$ cat config.mk
export PLATFORM = sky130hd
export DESIGN_NAME = spi_slave_mcmd_flat
export DESIGN_NICKNAME = d
export VERILOG_FILES = /design/src/rtl/spi_slave_pkg.sv /design/src/rtl/spi_slave_mcmd_if.sv /design/src/rtl/spi_slave_sync_edge.sv /design/src/rtl/spi_slave_mcmd.sv /design/src/flat_wrapper.sv
export SDC_FILE = /design/constraint.sdc
export NUM_CORES = 1
export LEC_CHECK = 0
export ABC_CLOCK_PERIOD_IN_PS = 3100
export CAP_MARGIN = 20
export CELL_PAD_IN_SITES_DETAIL_PLACEMENT = 0
export CELL_PAD_IN_SITES_GLOBAL_PLACEMENT = 1
export CORE_MARGIN = 2
export CORE_UTILIZATION = 38
export CTS_CLUSTER_SIZE = 16
export DETAILED_ROUTE_END_ITERATION = 7
export PLACE_DENSITY_LB_ADDON = 0.08
export SLEW_MARGIN = 20
export SYNTH_ARGS = -nofsm -noshare
export SYNTH_HDL_FRONTEND = slang
export SYNTH_SLANG_ARGS = --single-unit
export TNS_END_PERCENT = 10
$ cat constraint.sdc
create_clock -name sys_clk -period 3.1 [get_ports sys_clk]
set_input_delay 0.775 -clock sys_clk [delete_from_list [all_inputs] [get_ports sys_clk]]
set_output_delay 0.775 -clock sys_clk [all_outputs]
set_load 0.005 [all_outputs]
$ cat src/rtl/spi_slave_pkg.sv
// Shared types and constants for the oversampled multi-command SPI slave.
// The CRC helpers are only used when SPI_SLV_CRC_EN is defined.
package spi_slave_pkg;

  typedef enum logic [2:0] {
    ST_IDLE = 3'd0,
    ST_CMD  = 3'd1,
    ST_DATA = 3'd2,
    ST_CRC  = 3'd3,
    ST_WAIT = 3'd4
  } state_e;

  localparam logic [7:0] CRC8_POLY = 8'h07;

  // Default command codes, listed channel 0 first (leftmost in the flat table).
  localparam logic [7:0] CMD_CH0 = 8'hC7;
  localparam logic [7:0] CMD_CH1 = 8'hB8;
  localparam logic [7:0] CMD_CH2 = 8'h87;
  localparam logic [7:0] CMD_CH3 = 8'hF8;
  localparam logic [31:0] DEF_CMD_TABLE = {CMD_CH0, CMD_CH1, CMD_CH2, CMD_CH3};

  function automatic logic [7:0] crc8_step(input logic [7:0] crc, input logic bit_in);
    crc8_step = {crc[6:0], 1'b0} ^ (((crc[7] ^ bit_in) == 1'b1) ? CRC8_POLY : 8'h00);
  endfunction

endpackage

$ cat src/rtl/spi_slave_mcmd_if.sv
// SPI pins plus the channel-word and status bundle of spi_slave_mcmd.
interface spi_slave_mcmd_if #(
  parameter int NUM_CH = 3,
  parameter int DATA_W = 32
);
  localparam int IDX_W = (NUM_CH > 1) ? $clog2(NUM_CH) : 1;

  logic                     cs_n;
  logic                     scl;
  logic                     si;
  logic                     so;
  logic                     so_oe;
  logic [NUM_CH*DATA_W-1:0] ch_data;
  logic [IDX_W-1:0]         frame_idx;
  logic                     frame_done;
  logic                     frame_err;
  logic                     busy;

  modport master (
    output cs_n, scl, si, ch_data,
    input  so, so_oe, frame_idx, frame_done, frame_err, busy
  );

  modport slave (
    input  cs_n, scl, si, ch_data,
    output so, so_oe, frame_idx, frame_done, frame_err, busy
  );
endinterface

$ cat src/rtl/spi_slave_sync_edge.sv
// Two-flop synchroniser for an asynchronous pin, with rise/fall detect on the
// synchronised level. RST_VAL should be the idle level of the pin.
module spi_slave_sync_edge #(
  parameter logic RST_VAL = 1'b0
) (
  input  logic clk,
  input  logic rst,
  input  logic d,
  output logic q,
  output logic rise,
  output logic fall
);
  logic meta_q, meta_d;
  logic sync_q, sync_d;
  logic prev_q, prev_d;

  // next-state of the synchroniser chain
  always_comb begin
    meta_d = d;
    sync_d = meta_q;
    prev_d = sync_q;
  end

  // synchroniser and edge-history registers
  always_ff @(posedge clk) begin
    if (rst) begin
      meta_q <= RST_VAL;
      sync_q <= RST_VAL;
      prev_q <= RST_VAL;
    end else begin
      meta_q <= meta_d;
      sync_q <= sync_d;
      prev_q <= prev_d;
    end
  end

  assign q    = sync_q;
  assign rise = sync_q & ~prev_q;
  assign fall = ~sync_q & prev_q;
endmodule

$ cat src/rtl/spi_slave_mcmd.sv
// Oversampled SPI slave: receives a command, returns the matched channel word MSB first.
// Define SPI_SLV_CRC_EN to append a CRC-8 of the word after the data bits.
module spi_slave_mcmd
  import spi_slave_pkg::*;
#(
  parameter int                      NUM_CH    = 3,
  parameter int                      CMD_W     = 8,
  parameter int                      DATA_W    = 32,
  parameter logic [NUM_CH*CMD_W-1:0] CMD_TABLE = DEF_CMD_TABLE[31 -: NUM_CH*CMD_W],
  parameter bit                      CPOL      = 1'b0,
  parameter bit                      CPHA      = 1'b0
) (
  input logic             sys_clk,
  input logic             sys_rst,
  spi_slave_mcmd_if.slave bus
);
  localparam int IDX_W     = (NUM_CH > 1) ? $clog2(NUM_CH) : 1;
  localparam int CMD_CNT_W = $clog2(CMD_W + 1);
  localparam int OUT_CNT_W = $clog2(DATA_W + 1);

  logic scl_rise_s, scl_fall_s, scl_lvl_unused;
  logic cs_rise_s, cs_fall_s, cs_lvl_unused;
  logic si_s, si_rise_unused, si_fall_unused;
  logic sample_edge_s, shift_edge_s;

  spi_slave_sync_edge #(.RST_VAL(CPOL)) u_sync_scl (
    .clk(sys_clk), .rst(sys_rst), .d(bus.scl),
    .q(scl_lvl_unused), .rise(scl_rise_s), .fall(scl_fall_s)
  );
  spi_slave_sync_edge #(.RST_VAL(1'b1)) u_sync_cs (
    .clk(sys_clk), .rst(sys_rst), .d(bus.cs_n),
    .q(cs_lvl_unused), .rise(cs_rise_s), .fall(cs_fall_s)
  );
  spi_slave_sync_edge #(.RST_VAL(1'b0)) u_sync_si (
    .clk(sys_clk), .rst(sys_rst), .d(bus.si),
    .q(si_s), .rise(si_rise_unused), .fall(si_fall_unused)
  );

  // Modes 0 and 3 sample on the rising scl edge, modes 1 and 2 on the falling one.
  assign sample_edge_s = (CPOL ^ CPHA) ? scl_fall_s : scl_rise_s;
  assign shift_edge_s  = (CPOL ^ CPHA) ? scl_rise_s : scl_fall_s;

  state_e               state_q, state_d;
  logic [CMD_W-1:0]     cmd_sr_q, cmd_sr_d;
  logic [CMD_CNT_W-1:0] cmd_cnt_q, cmd_cnt_d;
  logic [DATA_W-1:0]    tx_sr_q, tx_sr_d;
  logic [OUT_CNT_W-1:0] out_cnt_q, out_cnt_d;
  logic                 so_q, so_d, so_oe_q, so_oe_d, busy_q, busy_d;
  logic                 frame_done_q, frame_done_d, frame_err_q, frame_err_d;
  logic [IDX_W-1:0]     frame_idx_q, frame_idx_d;
`ifdef SPI_SLV_CRC_EN
  logic [7:0]           crc_q, crc_d;
  logic [3:0]           crc_cnt_q, crc_cnt_d;
`endif

  logic                 hit_s;
  logic [IDX_W-1:0]     hit_idx_s;
  logic [DATA_W-1:0]    snap_s;

  // parallel command match; scanning downwards lets the lowest index win
  always_comb begin
    hit_s     = 1'b0;
    hit_idx_s = '0;
    snap_s    = '0;
    for (int i = NUM_CH - 1; i >= 0; i--) begin
      if (cmd_sr_q == CMD_TABLE[(NUM_CH-1-i)*CMD_W +: CMD_W]) begin
        hit_s     = 1'b1;
        hit_idx_s = IDX_W'(i);
        snap_s    = bus.ch_data[i*DATA_W +: DATA_W];
      end
    end
  end

  // frame FSM next-state and datapath
  always_comb begin
    state_d      = state_q;
    cmd_sr_d     = cmd_sr_q;
    cmd_cnt_d    = cmd_cnt_q;
    tx_sr_d      = tx_sr_q;
    out_cnt_d    = out_cnt_q;
    so_d         = so_q;
    frame_idx_d  = frame_idx_q;
    frame_done_d = 1'b0;
    frame_err_d  = 1'b0;
`ifdef SPI_SLV_CRC_EN
    crc_d        = crc_q;
    crc_cnt_d    = crc_cnt_q;
`endif
    case (state_q)
      ST_IDLE: begin
        so_d = 1'b0;
        if (cs_fall_s) begin
          state_d   = ST_CMD;
          cmd_cnt_d = CMD_CNT_W'(CMD_W);
          cmd_sr_d  = '0;
        end else begin
          state_d = ST_IDLE;
        end
      end
      ST_CMD: begin
        if (cs_rise_s) begin
          frame_err_d = 1'b1;
          so_d        = 1'b0;
          state_d     = ST_IDLE;
        end else if (cmd_cnt_q == '0) begin
          if (hit_s) begin
            tx_sr_d     = snap_s;
            frame_idx_d = hit_idx_s;
            out_cnt_d   = OUT_CNT_W'(DATA_W);
            state_d     = ST_DATA;
`ifdef SPI_SLV_CRC_EN
            crc_d       = 8'h00;
`endif
          end else begin
            frame_err_d = 1'b1;
            so_d        = 1'b0;
            state_d     = ST_WAIT;
          end
        end else if (sample_edge_s) begin
          cmd_sr_d  = {cmd_sr_q[CMD_W-2:0], si_s};
          cmd_cnt_d = cmd_cnt_q - CMD_CNT_W'(1);
        end else begin
          state_d = ST_CMD;
        end
      end
      ST_DATA: begin
        if (cs_rise_s) begin
          frame_err_d = 1'b1;
          so_d        = 1'b0;
          state_d     = ST_IDLE;
        end else if (out_cnt_q == '0) begin
          // leave on the sample edge so the master still captures the last bit
          if (sample_edge_s) begin
`ifdef SPI_SLV_CRC_EN
            crc_cnt_d = 4'd8;
            state_d   = ST_CRC;
`else
            frame_done_d = 1'b1;
            so_d         = 1'b0;
            state_d      = ST_WAIT;
`endif
          end else begin
            state_d = ST_DATA;
          end
        end else if (shift_edge_s) begin
          so_d      = tx_sr_q[DATA_W-1];
          tx_sr_d   = {tx_sr_q[DATA_W-2:0], 1'b0};
          out_cnt_d = out_cnt_q - OUT_CNT_W'(1);
`ifdef SPI_SLV_CRC_EN
          crc_d     = crc8_step(crc_q, tx_sr_q[DATA_W-1]);
`endif
        end else begin
          state_d = ST_DATA;
        end
      end
`ifdef SPI_SLV_CRC_EN
      ST_CRC: begin
        if (cs_rise_s) begin
          frame_err_d = 1'b1;
          so_d        = 1'b0;
          state_d     = ST_IDLE;
        end else if (crc_cnt_q == 4'd0) begin
          if (sample_edge_s) begin
            frame_done_d = 1'b1;
            so_d         = 1'b0;
            state_d      = ST_WAIT;
          end else begin
            state_d = ST_CRC;
          end
        end else if (shift_edge_s) begin
          so_d      = crc_q[7];
          crc_d     = {crc_q[6:0], 1'b0};
          crc_cnt_d = crc_cnt_q - 4'd1;
        end else begin
          state_d = ST_CRC;
        end
      end
`endif
      ST_WAIT: begin
        so_d = 1'b0;
        if (cs_rise_s) begin
          state_d = ST_IDLE;
        end else begin
          state_d = ST_WAIT;
        end
      end
      default: begin
        so_d    = 1'b0;
        state_d = ST_IDLE;
      end
    endcase
    so_oe_d = (state_d == ST_DATA) || (state_d == ST_CRC);
    busy_d  = (state_d != ST_IDLE);
  end

  // state and output registers
  always_ff @(posedge sys_clk) begin
    if (sys_rst) begin
      state_q      <= ST_IDLE;
      cmd_sr_q     <= '0;
      cmd_cnt_q    <= '0;
      tx_sr_q      <= '0;
      out_cnt_q    <= '0;
      so_q         <= 1'b0;
      so_oe_q      <= 1'b0;
      busy_q       <= 1'b0;
      frame_done_q <= 1'b0;
      frame_err_q  <= 1'b0;
      frame_idx_q  <= '0;
`ifdef SPI_SLV_CRC_EN
      crc_q        <= 8'h00;
      crc_cnt_q    <= 4'd0;
`endif
    end else begin
      state_q      <= state_d;
      cmd_sr_q     <= cmd_sr_d;
      cmd_cnt_q    <= cmd_cnt_d;
      tx_sr_q      <= tx_sr_d;
      out_cnt_q    <= out_cnt_d;
      so_q         <= so_d;
      so_oe_q      <= so_oe_d;
      busy_q       <= busy_d;
      frame_done_q <= frame_done_d;
      frame_err_q  <= frame_err_d;
      frame_idx_q  <= frame_idx_d;
`ifdef SPI_SLV_CRC_EN
      crc_q        <= crc_d;
      crc_cnt_q    <= crc_cnt_d;
`endif
    end
  end

  assign bus.so         = so_q;
  assign bus.so_oe      = so_oe_q;
  assign bus.busy       = busy_q;
  assign bus.frame_done = frame_done_q;
  assign bus.frame_err  = frame_err_q;
  assign bus.frame_idx  = frame_idx_q;
endmodule
$ cat src/flat_wrapper.sv
// flat-port wrapper written by rule: the top's interface ports become plain ports
module spi_slave_mcmd_flat import spi_slave_pkg::*;
#(
  parameter int                      NUM_CH    = 3,
  parameter int                      CMD_W     = 8,
  parameter int                      DATA_W    = 32,
  parameter logic [NUM_CH*CMD_W-1:0] CMD_TABLE = DEF_CMD_TABLE[31 -: NUM_CH*CMD_W],
  parameter bit                      CPOL      = 1'b0,
  parameter bit                      CPHA      = 1'b0
)
  (sys_clk, sys_rst, bus_cs_n, bus_scl, bus_si, bus_ch_data, bus_so, bus_so_oe, bus_frame_idx, bus_frame_done, bus_frame_err, bus_busy);
  spi_slave_mcmd_if #(.NUM_CH(NUM_CH), .DATA_W(DATA_W)) bus_i ();
  input logic sys_clk;
  input logic sys_rst;
  input wire logic [$bits(bus_i.cs_n)-1:0] bus_cs_n;
  input wire logic [$bits(bus_i.scl)-1:0] bus_scl;
  input wire logic [$bits(bus_i.si)-1:0] bus_si;
  input wire logic [$bits(bus_i.ch_data)-1:0] bus_ch_data;
  output wire logic [$bits(bus_i.so)-1:0] bus_so;
  output wire logic [$bits(bus_i.so_oe)-1:0] bus_so_oe;
  output wire logic [$bits(bus_i.frame_idx)-1:0] bus_frame_idx;
  output wire logic [$bits(bus_i.frame_done)-1:0] bus_frame_done;
  output wire logic [$bits(bus_i.frame_err)-1:0] bus_frame_err;
  output wire logic [$bits(bus_i.busy)-1:0] bus_busy;
  assign bus_i.cs_n = bus_cs_n;
  assign bus_i.scl = bus_scl;
  assign bus_i.si = bus_si;
  assign bus_i.ch_data = bus_ch_data;
  assign bus_so = bus_i.so;
  assign bus_so_oe = bus_i.so_oe;
  assign bus_frame_idx = bus_i.frame_idx;
  assign bus_frame_done = bus_i.frame_done;
  assign bus_frame_err = bus_i.frame_err;
  assign bus_busy = bus_i.busy;
  spi_slave_mcmd #(.NUM_CH(NUM_CH), .CMD_W(CMD_W), .DATA_W(DATA_W), .CMD_TABLE(CMD_TABLE), .CPOL(CPOL), .CPHA(CPHA)) u_core (.sys_clk(sys_clk), .sys_rst(sys_rst), .bus(bus_i));
endmodule
==> results of run 1 <==
## kinds of logic (layout without fill, tap and decap cells)
kind of cell	Yosys count	after routing	share of synthesized area (%)
xor gates and xnor gates	2	2	0.460
buffers and inverters	45	139	6.04
AOI/OAI and AO/OA	95	95	23.3
adders and majority gates	4	4	1.25
muxes	41	41	11.1
DFF	68	68	35.7
and+or+nand+nor	169	169	22.2
## registers in the layout (all words and copies together), names as in the netlist, 2 cells and up
signal,cells
u_core.state_q,3
u_core.tx_sr_q,32
u_core.cmd_sr_q,8
u_core.out_cnt_q,6
u_core.cmd_cnt_q,4
u_core.bus.frame_idx,2
## worst max-delay path by stage
| stage | start | end | depth (start not counted) |
|---|---|---|---|
| after global routing | u_core.cmd_cnt_q[0] | u_core.tx_sr_q[5] | 8 |
| after global placement | u_core.cmd_cnt_q[0] | u_core.tx_sr_q[9] | 8 |
| after CTS | u_core.cmd_cnt_q[0] | u_core.tx_sr_q[1] | 8 |
| after floorplan | u_core.cmd_cnt_q[0] | u_core.tx_sr_q[15] | 8 |
| final | u_core.cmd_cnt_q[0] | u_core.tx_sr_q[1] | 8 |
| after detailed placement | u_core.cmd_cnt_q[0] | u_core.tx_sr_q[9] | 8 |
## critical path, cell delays in order (launching register included)
cell and delay (ns):
dfxtp_1 0.32, inv_1 0.10, ha_1 0.16, or3b_2 0.51, nor3_4 0.19, o21ai_1 0.28, nand2_2 0.14, buf_4 0.43
a311oi_2 0.18
## metal layers
layer | GRT usage, % | part of all wire (%) | vias to the layer above
met5 | 0 | 0 | -
met2 | 30.8 | 46 | 88
met4 | 3.76 | 0.77 | 0
li1 | - | - | 1760
met3 | 4.70 | 4.8 | 8
met1 | 26.8 | 48 | 1654
## where the power goes
group | internal, mW | total (mW) | switching [mW]
sequential | 0.881 | 0.886 | 0.00503
combinational | 0.137 | 0.197 | 0.0593
clock | 0.413 | 0.739 | 0.326
## per-stage QoR
step / power [mW] / instances
global route: 1.90 / 651
CTS: 1.85 / 651
floorplan: 0.964 / 424
global placement: 1.10 / 635
finish: 1.82 / 651
detailed placement: 1.10 / 635
## area by class of cell
cell class	count	share of cell area [%]
Timing Repair Buffer	118	22.4
Tap cell	133	3.24
Multi-Input combinational cell	311	43.6
Inverter	5	0.365
Clock buffer	12	3.02
Clock inverter	4	0.926
Sequential cell	68	26.5
## placed cells by master (no fill, tap or decap), types with 2 or more instances in the layout
cell type | Yosys | final
clkbuf_8 | 0 | 11
mux2_2 | 11 | 11
a311oi_2 | 28 | 28
buf_4 | 3 | 11
clkdlybuf4s50_1 | 0 | 106
or2_2 | 5 | 5
clkinv_2 | 0 | 2
a31oi_1 | 21 | 21
nand2_1 | 46 | 45
inv_1 | 5 | 5
nor2b_1 | 6 | 6
nor3_1 | 57 | 57
a311oi_1 | 3 | 3
nand4b_1 | 2 | 2
o21ai_0 | 5 | 5
a21oi_1 | 12 | 12
mux2i_1 | 30 | 30
nand3_1 | 7 | 7
or3b_2 | 2 | 2
nor2_1 | 27 | 26
nand2b_1 | 4 | 4
ha_1 | 3 | 3
dfxtp_1 | 68 | 67
a32oi_1 | 11 | 11
nor3b_1 | 3 | 2
==> impl_metrics.py, run 1 <==
metrics = {
    "status": {
        "outcome": "finished clean",
    },
    "critical_path": {
        "cp-start-kind": "flop",
        "cp_data_required_time_ns": 3.28,
        "r2r-end": "u_core.tx_sr_q[1]",
        "crit_path_end_kind": "flop",
        "reg2reg_slack_ns": 0.62,
        "worstPathArrival_ns": 2.66,
        "reg2reg_depth": 8,
        "path_max_fanout": 31,
        "timing.rr.start": "u_core.cmd_cnt_q[0]",
        "critical_path_class": "reg -> reg",
    },
    "placement": {
        "dp.final_hpwl_um": 7180,
        "pre_cts_ws_ns": 0.640,
        "port_buffers": 107,
        "placed_area_um2": 4930,
        "routabilityCongestion": 0.763,
    },
    "clock_tree": {
        "cts-resized-gates": 0,
        "clk_pin_slew_ns": 0.07,
        "hold_buffers": 0,
        "cts_buffer_depth": 2,
        "h-tree-depth": 3,
        "cts_tree": "yes",
        "clk_latency_ns": 0.33,
        "postCtsSetupBuffers": 0,
        "clockRootBuffer": "clkbuf_8",
        "clock-sinks": 68,
        "cts_buffers": 9,
    },
    "global_routing": {
        "antenna_found_initial": 0,
        "grt_max_degree": 55,
        "grt_pass1_wl_um": 17300,
        "track_usage_pct": 19.4,
        "grt_pass1_vias": 3395,
        "grt-ovfl-total": 0,
    },
    "sta": {
        "fmax_mhz": 403,
        "whs_ns": 0.415,
        "finalHoldViolCount": 0,
        "clock_skew_ns": 0.00717,
        "setup-violations-final": 0,
        "tightest_slew_ns": 0.962,
        "min_period_ns": 2.48,
        "slew_headroom_pct": 35.7,
        "timing.final.ws_setup_ns": 0.621,
        "period_share_pct": 80.0,
        "slew_viol_final": 0,
        "rsz0062_at_grt": "no",
        "setup_tns_ns": 0,
    },
    "die": {
        "die_width_um": 104,
        "coreArea_um2": 9770,
        "die_y_um": 104,
        "boundaryPins": 108,
        "row_count": 36,
        "die-area_um2": 10900,
        "start_util_pct": 39.0,
    },
    "routing": {
        "drc_errors": 0,
        "antenna_left": 0,
        "drt-pass1-iter-count": 4,
        "drt_wl_total_um": 10500,
        "avgRoutedWirePerCell_um": 16.1,
        "vias": 3510,
        "routed_via_density": 5.39,
        "drt_iter0_drc": 139,
    },
    "pwr": {
        "powerDensity_nw_per_um2": 355,
        "ir_drop_uv": 219,
        "p_leak_nw": 1.58,
    },
    "synthesis": {
        "synthesis.area_um2": 3810,
        "synth-warning-count": 0,
        "synth_largest_area_cell": "dfxtp_1",
        "syn_inst": 424,
        "postSynthAreaPerCell_um2": 8.99,
        "ys_seq_elements": 68,
        "synth.net_count": 528,
        "ys_types": 53,
        "ys_seq_area_share_pct": 35.7,
        "synth_commonest_cells": "dfxtp_1 (68), nor3_1 (57), nand2_1 (46)",
        "synth_top_area_share_pct": 35.7,
        "post-synth-top-count-cell": "dfxtp_1",
        "yosys-top-cells-area": "dfxtp_1 (36%), a311oi_2 (11%), mux2i_1 (7.9%), nor3_1 (7.5%), nand2_1 (4.5%)",
        "synth-main-ff-cell": "dfxtp_1",
        "async_flop_share_pct": 0,
        "synth-edff-count": 0,
    },
    "flow_run": {
        "cap_viol_max_count": 0,
    },
    "final_layout": {
        "postLayoutCellArea_um2": 5140,
        "utilization_pct": 52.5,
        "fillers": 969,
        "multiInputGateArea_um2": 2240,
        "synthToLayoutAreaGrowth_pct": 34.7,
        "seqCellArea_um2": 1360,
        "antenna_cells": 0,
        "fin_nets": 617,
        "drive_above_1_share_pct": 16.2,
    },
    "hold_path": {
        "holdPathStages": 1,
        "min_to": "u_core.u_sync_cs.q",
        "hp-start": "u_core.u_sync_cs.meta_q",
        "hp-class": "reg -> reg",
    },
}
Power figures use the tool's default switching activity.
==> run 2, diff against run 1 <==
--- a/config.mk
+++ b/config.mk
@@ -5,12 +5,12 @@
 export SDC_FILE = /design/constraint.sdc
 export NUM_CORES = 1
 export LEC_CHECK = 0
-export ABC_CLOCK_PERIOD_IN_PS = 3100
+export ABC_CLOCK_PERIOD_IN_PS = 2570
 export CAP_MARGIN = 20
 export CELL_PAD_IN_SITES_DETAIL_PLACEMENT = 0
 export CELL_PAD_IN_SITES_GLOBAL_PLACEMENT = 1
 export CORE_MARGIN = 2
-export CORE_UTILIZATION = 38
+export CORE_UTILIZATION = 36
 export CTS_CLUSTER_SIZE = 16
 export DETAILED_ROUTE_END_ITERATION = 7
 export PLACE_DENSITY_LB_ADDON = 0.08
==> constraint.sdc (replaced) <==
create_clock -name sys_clk -period 2.57 [get_ports sys_clk]
set_input_delay 0.6425 -clock sys_clk [delete_from_list [all_inputs] [get_ports sys_clk]]
set_output_delay 0.6425 -clock sys_clk [all_outputs]
set_load 0.005 [all_outputs]
==> impl_metrics.py, run 2 (synthesized netlist as in run 1, its figures left out) <==
metrics = {
    "sta": {
        "fmax_mhz": 454,
        "slew_headroom_pct": 60.6,
        "min_period_ns": 2.20,
        "period_share_pct": 85.7,
        "rsz0062_at_grt": "no",
        "clock_skew_ns": 0.00710,
        "setup-violations-final": 0,
        "timing.final.ws_setup_ns": 0.368,
        "slew_viol_final": 0,
        "tightest_slew_ns": 0.587,
        "finalHoldViolCount": 0,
        "setup_tns_ns": 0,
    },
    "status": {
        "outcome": "finished clean",
    },
    "die": {
        "die-area_um2": 11400,
        "die_width_um": 107,
        "start_util_pct": 36.9,
        "coreArea_um2": 10300,
        "boundaryPins": 108,
        "die_y_um": 107,
        "row_count": 37,
    },
    "routing": {
        "antenna_left": 0,
        "drt_iter0_drc": 139,
        "avgRoutedWirePerCell_um": 15.9,
        "vias": 3544,
        "routed_via_density": 5.43,
        "drc_errors": 0,
        "drt-pass1-iter-count": 5,
        "drt_wl_total_um": 10400,
    },
    "placement": {
        "placed_area_um2": 4980,
        "routabilityCongestion": 0.776,
        "port_buffers": 107,
        "dp.final_hpwl_um": 7160,
        "pre_cts_ws_ns": 0.384,
    },
    "clock_tree": {
        "clk_latency_ns": 0.34,
        "clk_pin_slew_ns": 0.07,
        "h-tree-depth": 3,
        "clockRootBuffer": "clkbuf_8",
        "clock-sinks": 68,
        "cts-resized-gates": 0,
        "postCtsSetupBuffers": 0,
        "cts_tree": "yes",
        "cts_buffers": 9,
        "cts_buffer_depth": 2,
        "hold_buffers": 0,
    },
    "pwr": {
        "p_leak_nw": 1.59,
        "powerDensity_nw_per_um2": 431,
        "ir_drop_uv": 245,
    },
    "final_layout": {
        "antenna_cells": 0,
        "largest_reg_flops": 32,
        "seqCellArea_um2": 1360,
        "layout_commonest_cell": "clkdlybuf4s50_1",
        "postLayoutCellArea_um2": 5190,
        "drive_above_1_share_pct": 16.2,
        "fillers": 985,
        "fin_nets": 618,
        "multiInputGateArea_um2": 2240,
        "top_regs": "u_core.tx_sr_q x32, u_core.cmd_sr_q x8, u_core.out_cnt_q x6",
        "synthToLayoutAreaGrowth_pct": 36.2,
        "final_cell_mix": "clkdlybuf4s50_1 (106), dfxtp_1 (67), nor3_1 (57)",
        "regMostFlops": "u_core.tx_sr_q",
    },
    "critical_path": {
        "startpoint": "u_core.cmd_cnt_q[0]",
        "path_buf_inv": 2,
        "worstPathCellList": "inv_1 > ha_1 > or3b_2 > nor3_4 > o21ai_1 > nand2_2 > buf_12 > a311oi_2",
        "slowest_stage": "or3b_2",
        "path_delay_family": "simple AND/OR/NAND/NOR gates",
        "endpoint": "u_core.tx_sr_q[19]",
        "crit_path_end_kind": "flop",
        "cp-start-kind": "flop",
        "path_max_fanout": 31,
        "worstPathArrival_ns": 2.41,
        "timing.rr.start": "u_core.cmd_cnt_q[0]",
        "reg2reg_slack_ns": 0.37,
        "r2r-end": "u_core.tx_sr_q[19]",
        "cp_slowest_stage_delay_ns": 0.51,
        "critical_path_class": "reg -> reg",
        "reg2reg_depth": 8,
        "worst-path-stages": 8,
        "cp_data_required_time_ns": 2.78,
    },
    "global_routing": {
        "antenna_found_initial": 0,
        "grt_pass1_vias": 3440,
        "track_usage_pct": 18.3,
        "grt_max_degree": 56,
        "grt-ovfl-total": 0,
        "grt_pass1_wl_um": 16700,
    },
    "hold_path": {
        "hp-class": "reg -> reg",
    },
    "flow_run": {
        "cap_viol_max_count": 0,
    },
}
-- run 2: changes by cell type in the layout (fill, tap and decap cells not counted) --
| cell | previous run | this run |
|---|---|---|
| clkbuf_8 | 11 | 13 |
| clkinvlp_4 | 1 | 0 |
| clkbuf_1 | 1 | 0 |
| clkinv_2 | 2 | 0 |
| buf_4 | 11 | 9 |
| buf_12 | 0 | 3 |
-- run 2: routing by layer --
layer,global-route usage (%),part of all wire (%),vias to the layer above
li1,-,-,1767
met1,24.8,48,1692
met2,29.3,46,79
met3,3.65,4.9,6
met4,5.29,1.1,0
met5,0,0,-
-- run 2: worst min-delay path by stage --
stage,from,end,depth (start not counted)
CTS,u_core.u_sync_cs.meta_q,u_core.u_sync_cs.q,1
global route,u_core.u_sync_cs.meta_q,u_core.u_sync_cs.q,1
global placement,u_core.u_sync_cs.meta_q,u_core.u_sync_cs.q,1
detailed placement,u_core.u_sync_cs.meta_q,u_core.u_sync_cs.q,1
finish,u_core.u_sync_cs.meta_q,u_core.u_sync_cs.q,1
floorplan,u_core.u_sync_cs.meta_q,u_core.u_sync_cs.q,1
-- run 2: final cells by class --
cell class	instances	area share [%]
clock buffers	13	3.45
clock inverters	1	0.578
inverters	5	0.362
multi-input cells	311	43.1
flip-flops and latches	68	26.2
well taps	136	3.28
repair buffers	119	23.0
-- run 2: stage by stage --
stage	cells	hold slack (ns)	utilization, %	power, mW
2_1_floorplan	424	0.389	-	1.16
3_3_place_gp	639	0.392	48.3	1.33
3_5_place_dp	639	0.400	48.3	1.33
4_1_cts	653	0.417	50.3	2.27
5_1_grt	653	0.446	50.3	2.33
6_report	653	0.412	50.3	2.23
-- run 2: where the power goes --
group / internal, mW / leakage, nW / total, mW / switching, mW
Clock: 0.544 / 0.108 / 0.931 / 0.387
Sequential: 1.06 / 0.550 / 1.07 / 0.00626
Combinational: 0.165 / 0.937 / 0.235 / 0.0698
==> run 3, diff against run 2 <==
--- a/config.mk
+++ b/config.mk
@@ -5,14 +5,14 @@
 export SDC_FILE = /design/constraint.sdc
 export NUM_CORES = 1
 export LEC_CHECK = 0
-export ABC_CLOCK_PERIOD_IN_PS = 2570
 export CAP_MARGIN = 20
 export CELL_PAD_IN_SITES_DETAIL_PLACEMENT = 0
 export CELL_PAD_IN_SITES_GLOBAL_PLACEMENT = 1
 export CORE_MARGIN = 2
-export CORE_UTILIZATION = 36
+export CORE_UTILIZATION = 47
 export CTS_CLUSTER_SIZE = 16
 export DETAILED_ROUTE_END_ITERATION = 7
+export DONT_BUFFER_PORTS = 1
 export PLACE_DENSITY_LB_ADDON = 0.08
 export SLEW_MARGIN = 20
 export SYNTH_ARGS = -nofsm -noshare
==> impl_metrics.py, run 3 (synthesized netlist as in run 1, its figures left out) <==
metrics = {
    "final_layout": {
        "top_regs": "u_core.tx_sr_q x32, u_core.cmd_sr_q x8, u_core.out_cnt_q x6",
        "fillers": 755,
        "final_cell_mix": "dfxtp_1 (67), nor3_1 (57), nand2_1 (45)",
        "synthToLayoutAreaGrowth_pct": 5.94,
        "layout_commonest_cell": "dfxtp_1",
        "regMostFlops": "u_core.tx_sr_q",
        "antenna_cells": 0,
        "fin_nets": 511,
        "largest_reg_flops": 32,
        "utilization_pct": 51.7,
        "drive_above_1_share_pct": 20.6,
    },
    "clock_tree": {
        "cts_buffers": 9,
        "postCtsSetupBuffers": 0,
        "cts_buffer_depth": 2,
        "clockRootBuffer": "clkbuf_8",
        "cts-resized-gates": 0,
        "h-tree-depth": 3,
        "clock-sinks": 68,
        "clk_pin_slew_ns": 0.08,
        "cts_tree": "yes",
        "hold_buffers": 0,
        "clk_latency_ns": 0.34,
    },
    "sta": {
        "slew_headroom_pct": 58.5,
        "rsz0062_at_grt": "no",
        "clock_skew_ns": 0.00649,
        "setup_tns_ns": 0,
        "setup-violations-final": 0,
        "finalHoldViolCount": 0,
        "tightest_slew_ns": 0.618,
        "slew_viol_final": 0,
        "min_period_ns": 2.21,
        "fmax_mhz": 453,
        "period_share_pct": 85.9,
    },
    "die": {
        "start_util_pct": 48.8,
        "die_width_um": 94.1,
        "coreArea_um2": 7810,
        "row_count": 32,
        "die-area_um2": 8850,
        "die_y_um": 94.1,
        "boundaryPins": 108,
    },
    "routing": {
        "drt_wl_total_um": 9190,
        "vias": 3162,
        "drc_errors": 0,
        "avgRoutedWirePerCell_um": 17.9,
        "antenna_left": 0,
        "drt-pass1-iter-count": 4,
        "drt_iter0_drc": 131,
        "routed_via_density": 6.15,
    },
    "critical_path": {
        "timing.rr.start": "u_core.cmd_cnt_q[0]",
        "cp-start-kind": "flop",
        "r2r-end": "u_core.tx_sr_q[28]",
        "crit_path_end_kind": "flop",
        "reg2reg_depth": 8,
        "cp_data_required_time_ns": 2.78,
        "path_max_fanout": 31,
        "critical_path_class": "reg -> reg",
        "startpoint": "u_core.cmd_cnt_q[0]",
        "worstPathArrival_ns": 2.42,
        "reg2reg_slack_ns": 0.36,
    },
    "global_routing": {
        "grt_max_degree": 56,
        "track_usage_pct": 20.7,
        "grt_pass1_vias": 2874,
        "antenna_found_initial": 0,
        "grt-ovfl-total": 0,
        "grt_pass1_wl_um": 14400,
    },
    "hold_path": {
        "min_to": "u_core.u_sync_scl.meta_q",
        "hp-class": "in -> reg",
        "hp-start": "sys_rst",
        "holdPathStages": 1,
    },
    "pwr": {
        "ir_drop_uv": 257,
        "powerDensity_nw_per_um2": 476,
        "p_leak_nw": 1.15,
    },
    "placement": {
        "port_buffers": 0,
        "routabilityCongestion": 0.764,
        "dp.final_hpwl_um": 6150,
    },
    "status": {
        "outcome": "finished clean",
    },
    "flow_run": {
        "cap_viol_max_count": 0,
    },
}
[run 3: worst max path at each step]
stage | slack [ns] | depth (start not counted) | endpoint
floorplan | 0.60 | 8 | u_core.tx_sr_q[15]
detailed placement | 0.38 | 8 | u_core.tx_sr_q[28]
global placement | 0.43 | 8 | u_core.tx_sr_q[11]
finish | 0.36 | 8 | u_core.tx_sr_q[28]
CTS | 0.36 | 8 | u_core.tx_sr_q[28]
global route | 0.22 | 8 | u_core.tx_sr_q[5]
[run 3: per-layer routing]
layer	vias up	track usage [%]	part of all wire, %
met5	-	0	0
met4	0	6.52	0.84
li1	1554	-	-
met2	84	30.8	44
met3	9	4.17	5.3
met1	1515	30.1	50
[run 3: metrics by stage]
step	instance area (um2)	setup slack (ns)	instances	power, mW	hold WS [ns]
2_1_floorplan	3810	0.598	424	1.16	0.389
3_3_place_gp	3860	0.429	498	1.16	0.396
3_5_place_dp	3860	0.380	498	1.16	0.397
4_1_cts	4040	0.361	514	1.95	0.344
5_1_grt	4040	0.216	514	2.00	0.334
6_report	4040	0.362	514	1.92	0.362
[run 3: report_power, final]
part | internal [mW] | leakage (nW) | switching, mW
logic | 0.0317 | 0.521 | 0.0314
clock network | 0.352 | 0.0814 | 0.436
registers | 1.06 | 0.550 | 0.00656
total | 1.45 | 1.15 | 0.474
[run 3: area by class of cell]
cell class,instances,area (um2),area share (%)
Inverter,5,18.8,0.465
Tap cell,102,128,3.16
Clock buffer,9,124,3.07
Sequential cell,68,1360,33.7
Clock inverter,7,53.8,1.33
Multi-Input combinational cell,311,2240,55.4
Timing Repair Buffer,12,115,2.85
[run 3: worst max-delay path, cell delays in order (launching register included)]
cell and delay, ns:
dfxtp_1 0.32, inv_1 0.10, ha_1 0.16, or3b_2 0.51, nor3_4 0.18, o21ai_1 0.26
nand2_2 0.18, buf_12 0.23, a311oi_2 0.13
